[config.mk]
export PLATFORM = sky130hd
export DESIGN_NAME = mdu_seq
export DESIGN_NICKNAME = d
export VERILOG_FILES = /design/src/rtl/mdu_seq.sv
export SDC_FILE = /design/constraint.sdc
export NUM_CORES = 1
export LEC_CHECK = 0
export BUFFER_PORTS_ARGS = -buffer_cell sky130_fd_sc_hd__buf_2
export CORE_UTILIZATION = 55
export DETAILED_ROUTE_END_ITERATION = 12
export PLACE_DENSITY = 0.74
export SETUP_SLACK_MARGIN = 0.4
export SLEW_MARGIN = 40
export SYNTH_ARGS = -nofsm -noshare
export SYNTH_HDL_FRONTEND = slang
export SYNTH_SLANG_ARGS = --single-unit
[constraint.sdc]
create_clock -name clock -period 4.5 [get_ports clock]
set_input_delay 0.225 -clock clock [delete_from_list [all_inputs] [get_ports clock]]
set_output_delay 0.225 -clock clock [all_outputs]
set_load 0.01 [all_outputs]
[src/rtl/mdu_seq.sv]
// rtl/mdu_seq.sv - iterative multiply/divide sequencer owning the HI/LO registers
//
// Ports:
//   clock   rising-edge clock
//   resetn  asynchronous active-low reset
//   start   op request from EX, sampled on the clock edge
//   op      000 MULT, 001 MULTU, 010 DIV, 011 DIVU, 100 MTHI, 101 MTLO, 11x no-op
//   a       rs operand (multiplicand / dividend / MTHI-MTLO source)
//   b       rt operand (multiplier / divisor)
//   abort   synchronous cancel of the in-flight op; wins over a same-edge start
//   busy    high while a mul/div is in progress (CALC or FIX)
//   done    one-cycle pulse after HI/LO were written by a mul/div
//   hi, lo  architectural HI/LO registers
module mdu_seq #(
    parameter int WIDTH = 32
) (
    input  logic             clock,
    input  logic             resetn,
    input  logic             start,
    input  logic [2:0]       op,
    input  logic [WIDTH-1:0] a,
    input  logic [WIDTH-1:0] b,
    input  logic             abort,
    output logic             busy,
    output logic             done,
    output logic [WIDTH-1:0] hi,
    output logic [WIDTH-1:0] lo
);

    localparam int CW = (WIDTH > 1) ? $clog2(WIDTH) : 1;
    localparam logic [CW-1:0] LAST_ITER = CW'(WIDTH - 1);

    typedef enum logic [1:0] {
        S_IDLE,
        S_CALC,
        S_FIX
    } state_t;

    state_t             state_q;
    logic [CW-1:0]      cnt_q;
    logic               is_div_q;
    logic               neg_res_q;   // product / quotient must be negated
    logic               neg_rem_q;   // remainder takes the dividend's sign
    logic               div_zero_q;
    logic [WIDTH-1:0]   op_a_q;      // multiplicand magnitude
    logic [WIDTH-1:0]   op_b_q;      // divisor magnitude
    // Multiply: {partial product, remaining multiplier bits}.
    // Divide:   low half shifts dividend bits out and quotient bits in.
    logic [2*WIDTH-1:0] acc_q;
    logic [WIDTH-1:0]   rem_q;
    logic [WIDTH-1:0]   hi_q;
    logic [WIDTH-1:0]   lo_q;
    logic               done_q;

    // Operand conditioning at issue. Negating 0x80000000 leaves the same
    // bit pattern, which read as unsigned is the correct magnitude.
    logic               op_signed;
    logic               a_neg;
    logic               b_neg;
    logic [WIDTH-1:0]   a_mag;
    logic [WIDTH-1:0]   b_mag;

    assign op_signed = ~op[0];
    assign a_neg     = op_signed & a[WIDTH-1];
    assign b_neg     = op_signed & b[WIDTH-1];
    assign a_mag     = a_neg ? -a : a;
    assign b_mag     = b_neg ? -b : b;

    // Shift-add step: add multiplicand to the upper half when the current
    // multiplier bit is set, then shift the whole accumulator right; the
    // carry out of the add becomes the new top bit.
    logic [WIDTH:0]     mul_sum;
    logic [2*WIDTH-1:0] mul_next;

    assign mul_sum  = {1'b0, acc_q[2*WIDTH-1:WIDTH]} + (acc_q[0] ? {1'b0, op_a_q} : '0);
    assign mul_next = {mul_sum, acc_q[WIDTH-1:1]};

    // Restoring-divide step on a WIDTH+1 bit trial remainder. The result of
    // a successful subtract is always below the divisor, so WIDTH bits hold it.
    logic [WIDTH:0]     div_trial;
    logic               div_ge;
    logic [WIDTH-1:0]   div_rem_next;
    logic [2*WIDTH-1:0] div_next;

    assign div_trial    = {rem_q, acc_q[WIDTH-1]};
    assign div_ge       = div_trial >= {1'b0, op_b_q};
    assign div_rem_next = div_ge ? (div_trial[WIDTH-1:0] - op_b_q) : div_trial[WIDTH-1:0];
    assign div_next     = {acc_q[2*WIDTH-1:WIDTH], acc_q[WIDTH-2:0], div_ge};

    // Sign fix-up applied on the FIX edge. A zero divisor yields an
    // all-ones quotient and a remainder equal to the original dividend.
    logic [2*WIDTH-1:0] prod_fix;
    logic [WIDTH-1:0]   quo_fix;
    logic [WIDTH-1:0]   rem_fix;

    assign prod_fix = neg_res_q ? -acc_q : acc_q;
    assign quo_fix  = div_zero_q ? '1 : (neg_res_q ? -acc_q[WIDTH-1:0] : acc_q[WIDTH-1:0]);
    assign rem_fix  = neg_rem_q ? -rem_q : rem_q;

    always_ff @(posedge clock or negedge resetn) begin
        if (!resetn) begin
            state_q    <= S_IDLE;
            cnt_q      <= '0;
            is_div_q   <= 1'b0;
            neg_res_q  <= 1'b0;
            neg_rem_q  <= 1'b0;
            div_zero_q <= 1'b0;
            op_a_q     <= '0;
            op_b_q     <= '0;
            acc_q      <= '0;
            rem_q      <= '0;
            hi_q       <= '0;
            lo_q       <= '0;
            done_q     <= 1'b0;
        end else begin
            done_q <= 1'b0;
            case (state_q)
                S_IDLE: begin
                    if (start && !abort) begin
                        case (op)
                            3'b100: hi_q <= a;
                            3'b101: lo_q <= a;
                            3'b000, 3'b001, 3'b010, 3'b011: begin
                                op_a_q     <= a_mag;
                                op_b_q     <= b_mag;
                                is_div_q   <= op[1];
                                neg_res_q  <= a_neg ^ b_neg;
                                neg_rem_q  <= a_neg;
                                div_zero_q <= (b == '0);
                                rem_q      <= '0;
                                acc_q      <= op[1] ? {{WIDTH{1'b0}}, a_mag}
                                                    : {{WIDTH{1'b0}}, b_mag};
                                cnt_q      <= '0;
                                state_q    <= S_CALC;
                            end
                            default: ;
                        endcase
                    end
                end
                S_CALC: begin
                    if (abort) begin
                        state_q <= S_IDLE;
                    end else begin
                        if (is_div_q) begin
                            acc_q <= div_next;
                            rem_q <= div_rem_next;
                        end else begin
                            acc_q <= mul_next;
                        end
                        cnt_q <= cnt_q + CW'(1);
                        if (cnt_q == LAST_ITER) begin
                            state_q <= S_FIX;
                        end
                    end
                end
                S_FIX: begin
                    if (!abort) begin
                        if (is_div_q) begin
                            hi_q <= rem_fix;
                            lo_q <= quo_fix;
                        end else begin
                            hi_q <= prod_fix[2*WIDTH-1:WIDTH];
                            lo_q <= prod_fix[WIDTH-1:0];
                        end
                        done_q <= 1'b1;
                    end
                    state_q <= S_IDLE;
                end
                default: state_q <= S_IDLE;
            endcase
        end
    end

    assign busy = (state_q != S_IDLE);
    assign done = done_q;
    assign hi   = hi_q;
    assign lo   = lo_q;

endmodule

* After elaboration in Yosys (flattened, before gate mapping)
Cells that the tools add are included.
Storage, ports and cells: register bits 236, input bits 71, output and inout bits 66, logic and storage cells 100
Cells by class: $add $sub $neg 8, magnitude comparators 1, equal/unequal tests 17, muxes and demuxes 40, bitwise operators 4, reductions and logical operators 16
Operator list (number):
- 2-to-1 mux 32 bit | 20
- 2-to-1 mux 64 bit | 5
- case mux 32 bit (2 select lines) | 3
- negation 32 bit | 4
- case mux 64 bit (2 select lines) | 1
- negation 64 bit | 1
- adder 32 x 32 -> 33 bit | 1
- greater-or-equal comparator 33 x 32 -> 1 bit | 1
- zero test 32 bit | 1
- subtractor 32 bit | 1
- 2-to-1 mux 5 bit | 3
- AND reduction 4 bit | 3
- != test 2 bit, second input constant | 5
- case mux 5 bit (2 select lines) | 1
- AND reduction 5 bit | 2
- 2-to-1 mux 2 bit | 4
- == test 3 x 2 -> 1 bit, second input constant | 2
- == test 3 bit, second input constant | 2
- != test 2 x 1 -> 1 bit, second input constant | 3
- AND reduction 3 bit | 2
- nonzero test 2 bit | 3
- adder 5 x 1 -> 5 bit, second input constant | 1
- == test 5 bit, second input constant | 1
- case mux 2 bit (2 select lines) | 1
- other kinds (13) | 15

* Longest topological paths before layout
depth after elaboration 7, gate-level depth with buffers 16, mapped depth without buffers 14

* Worst setup path after synthesis
OpenSTA, ideal clock, no wires.
path kind register -> register, start reg acc_q[19], end reg hi_q[28], in the netlist hi[28], arrival 3.558 ns, required time 4.374 ns, setup slack 0.816 ns, stages on the path, launching flop included 10, path buffers 0, clock period less this slack 3.684 ns, cell sequence dfrtp_1 > or4_4 > or4_4 > or2_4 > or3_4 > or4_4 > or3_4 > or4_4 > mux2i_1 > o21ai_1
Between the ends: cells in the longest elaborated chain, start to end 5
Ends and longest elaborated chain:
- start: declaration | RTL line 49 | logic [2*WIDTH-1:0] acc_q;
- start signal: assignment | RTL line 131 | acc_q <= op[1] ? {{WIDTH{1'b0}}, a_mag}
- start signal: assignment | RTL line 145 | acc_q <= div_next;
- start signal: assignment | RTL line 148 | acc_q <= mul_next;
- negation 64 bit | RTL line 96 | assign prod_fix = neg_res_q ? -acc_q : acc_q;
- 2-to-1 mux 64 bit | RTL line 96
- 2-to-1 mux 32 bit | RTL line 158 | if (is_div_q) begin
- 2-to-1 mux 32 bit | RTL line 157 | if (!abort) begin
- case mux 32 bit (2 select lines) | RTL line 117 | case (state_q)
- end signal: assignment | RTL line 159 | hi_q <= rem_fix;
- end signal: assignment | RTL line 162 | hi_q <= prod_fix[2*WIDTH-1:WIDTH];
- end: declaration | RTL line 51 | logic [WIDTH-1:0] hi_q;
Every way passes these cells. The select of a mux whose other input is x is not followed. A chain may end at the register's enable or synchronous reset.

* Final worst setup path
start reg acc_q[0], end reg acc_q[62]
Between the ends: cells in the longest elaborated chain, start to end 5
Ends and longest elaborated chain:
- 2-to-1 mux 32 bit | RTL line 75 | assign mul_sum = {1'b0, acc_q[2*WIDTH-1:WIDTH]} + (acc_q[0] ? {1'b0, op_a_q} : '0);
- adder 32 x 32 -> 33 bit | RTL line 75
- 2-to-1 mux 64 bit | RTL line 144 | if (is_div_q) begin
- 2-to-1 mux 64 bit | RTL line 141 | if (abort) begin
- case mux 64 bit (2 select lines) | RTL line 117
Every way passes these cells. The select of a mux whose other input is x is not followed.

==> flow_metrics.tcl <==
set metrics [dict create \
    status "finished, final reports clean" \
    drc 0 \
    critical_path_sink_type "flop" \
    tritoncts_num_sinks 236 \
    critical_path_arrival_ns 4.34 \
    most_frequent_standard_cell_in_the_layout_excluding_fill_and_tap_cells "nand2_1" \
    worst_slew_margin_rel_pct 41.9 \
    yosysUniqueCellTypes 63 \
    hp-start "b[30]" \
    worstReg2RegStart "acc_q[0]" \
    route.antenna.remaining_nets 0 \
    initial_core_util_pct 55.8 \
    report.final.hold_viol_count 0 \
    routed-via-count 16400 \
    clk-insertion-delay-late_ns 0.58 \
    finish.utilization_pct 62.9 \
    mappedNetlistNets 2238 \
    grt.total_usage_pct 36.5 \
    wl_per_cell_um 22.2 \
    grt_start_max_net_pins 90 \
    vias_in_the_first_global_route 15300 \
    timing.critical_path.slowest_stage_cell "dfrtp_1" \
    final_worst_path_period_share_pct 86.6 \
    synthDominantAreaCellType "dfrtp_1" \
    timing.hold.worst.class "in2reg" \
    grt_pass1_wl_um 88600 \
    drt-vias-per-instance 6.34 \
    powerDensity_mw_per_mm2 463 \
    drv.max_cap_violation_count 0 \
    drt-pass1-iter-count 6 \
    holdPathStages 3 \
    critical-path-top-delay-family "compound AO/OA/AOI/OAI gates" \
    path_max_fanout 29 \
    critPathLaunchType "flop" \
    timing.fmax_mhz 257 \
    io_buffer_count 136 \
    place_hpwl_um 43300 \
    gp_routability_congestion 0.980 \
    post_synth_instance_area_mm2 0.0170 \
    cts_setup_buffers 0 \
    rsz0062_at_grt "false" \
    gr-total-overflow 0 \
    setup_viol_count_final 0 \
    ys_seq_elements 236 \
    worst_slew_pin_slew_ns 0.865 \
    synth-edff-count 0 \
    cts_root_buf "clkbuf_16" \
    floorplan.die.height_um 178 \
    critical_path.n_buffers_inverters 2 \
    netlist_instances 2095 \
    die_x_um 178 \
    seq_area_frac_synth_pct 34.7 \
    fin_skew_ns 0.0376 \
    clock_path_buffers 3 \
    worst-r2r-setup-slack_ns 0.60 \
    final_area_mm2 0.0192 \
    clock_tree_from_tritoncts "yes" \
    cts-buffers-inserted 28 \
    final_stage_net_count 2316 \
    post_synth_main_area_contributors "dfrtp_1, o21ai_0, nand2_1, xnor2_1, ha_1" \
    p_leak_nw 8.71 \
    type_of_the_worst_setup_path "reg2reg" \
    reg2reg_to "acc_q[62]" \
    cts_max_level 1 \
    synthArstFlopShare_pct 100 \
    layout.cells.most_common_list "nand2_1, o21ai_0, dfrtp_1" \
    placeableCoreArea_mm2 0.0305 \
    hold_path_end "div_zero_q" \
    drt-initial-drc-count 1705 \
    yosysWarningCount 0 \
    placement.cell_area_mm2 0.0181 \
    share_of_cells_above_drive_strength_1_pct 11.5 \
    maxSlewViolCount 0 \
    totalWireLength_um 57500 \
    fillers 2683 \
    flow.area_growth_from_synthesis_pct 12.6 \
    syn-mean-instance-area_um2 8.13 \
    antenna_found_initial 1 \
    critical-path-max-stage-delay_ns 0.56 \
    fin_crit_ns 3.90 \
    pin_count 137 \
    netlist.area_leader.share_pct 34.7 \
    floorplan.rows 64 \
    fin_setup_tns_ns 0 \
    path_cells "buf_4 -> and2_1 -> ha_1 -> a21o_1 -> a2111oi_0 -> buf_4 -> o2bb2ai_1 -> a221o_1 -> a21oi_1 -> o21ai_0 -> a221oi_1 -> xor2_1 -> o21ai_0" \
    yosys_most_used_dff "dfrtp_1" \
    worst_r2r_path_depth 13 \
    critPathRequiredTime_ns 4.94 \
    die_area_mm2 0.0317 \
    ir_drop_mv 0.303 \
    cts.clk_slew.worst_paths_ns 0.06 \
]
## worst max-delay path by stage
stage               startpoint   endpoint  slack [ns]  cells after the start
floorplan            acc_q[19]     hi[28]        0.82                      9
global placement     acc_q[19]     hi[28]        0.66                      9
detailed placement   acc_q[19]     hi[28]        0.65                      9
CTS                  acc_q[19]     hi[28]        0.63                      9
global route          acc_q[0]  acc_q[62]        0.44                     13
finish                acc_q[0]  acc_q[62]        0.60                     13
## report_power, final
part	switching (mW)	internal (mW)
registers	0.612	2.58
logic	1.92	1.32
clock network	0.989	1.46
## cell usage after synthesis, types with 6 or more instances
library cell  instances
buf_1                 7
o221ai_1             16
nand2b_1             22
nand4_1               6
a221oi_1              9
o31ai_1              44
nor4_1               15
o21bai_1             12
or2_2                 7
o22ai_1              39
a21o_1               27
xnor2_1             112
a31oi_1              17
xor2_1               83
ha_1                 70
or4_1                13
a21oi_1             155
mux2i_1              66
nor2_1              100
nor2b_1              12
a211oi_1              8
o41ai_1              19
nand2_1             317
a32oi_1               6
and3_1               17
nor3_1               38
o211ai_1              9
o21a_1                6
o21ai_0             278
inv_1                65
clkbuf_1            111
dfrtp_1             236
and2_1               40
nand3_1              20
or3_1                36
## per-layer routing
layer	wire length, um	vias up	GRT usage [%]
met4	2980	2	16.5
met5	13	-	0
met3	5290	157	6.63
met2	25300	802	55.5
li1	-	7648	-
met1	23800	7808	50.4
## flip-flops by register name (all words and copies together), names as in the netlist
signal      count
acc_q          64
rem_q          32
is_div_q        1
done            1
hi             32
cnt_q           5
op_a_q         32
neg_res_q       1
state_q         2
div_zero_q      1
lo             32
op_b_q         32
neg_rem_q       1
## metrics by stage
stage                     hold WS, ns  setup slack (ns)  cells  power [mW]
after floorplan               -0.0706             0.816   2095        5.27
after global placement          0.374             0.658   2530        6.26
after detailed placement        0.209             0.648   2535        6.36
after CTS                     0.00565             0.631   2588        8.79
after global routing           0.0343             0.445   2590        9.35
final                         0.00772             0.602   2591        8.88
## worst min-delay path, stage by stage
cell,delay [ns]
buf_2,0.10
nand2b_1,0.12
o41ai_1,0.07
## logic make-up (layout without fill, tap and decap cells)
| group | count (synthesis) | in the layout | synth area share, % |
|---|---|---|---|
| DFF | 236 | 236 | 34.7 |
| buffers and inverters | 184 | 283 | 4.05 |
| muxes | 67 | 67 | 3.94 |
| adders and majority gates | 72 | 72 | 5.38 |
| xor gates and xnor gates | 195 | 195 | 10.0 |
| and+or+nand+nor | 663 | 663 | 18.2 |
| other | 0 | 1 | 0 |
| AOI/OAI and AO/OA | 678 | 678 | 23.7 |
## final cells by class
type,instances,area (um^2),share of cell area (%)
clock inverters,11,151,0.789
clock buffers,40,836,4.36
inverters,66,248,1.29
diodes,1,2.50,0.0130
flip-flops and latches,236,5910,30.8
multi-input cells,1675,10500,54.9
repair buffers,166,1010,5.28
well taps,396,495,2.58
## what timing repair did
item / CTS / global route
hold buffers: 2 / 0
hold endpoints to repair: 58 / 0
endpoints found under the setup margin: 0 / 1
resized for setup: 0 / 3
(Power assumes the default switching activity.)
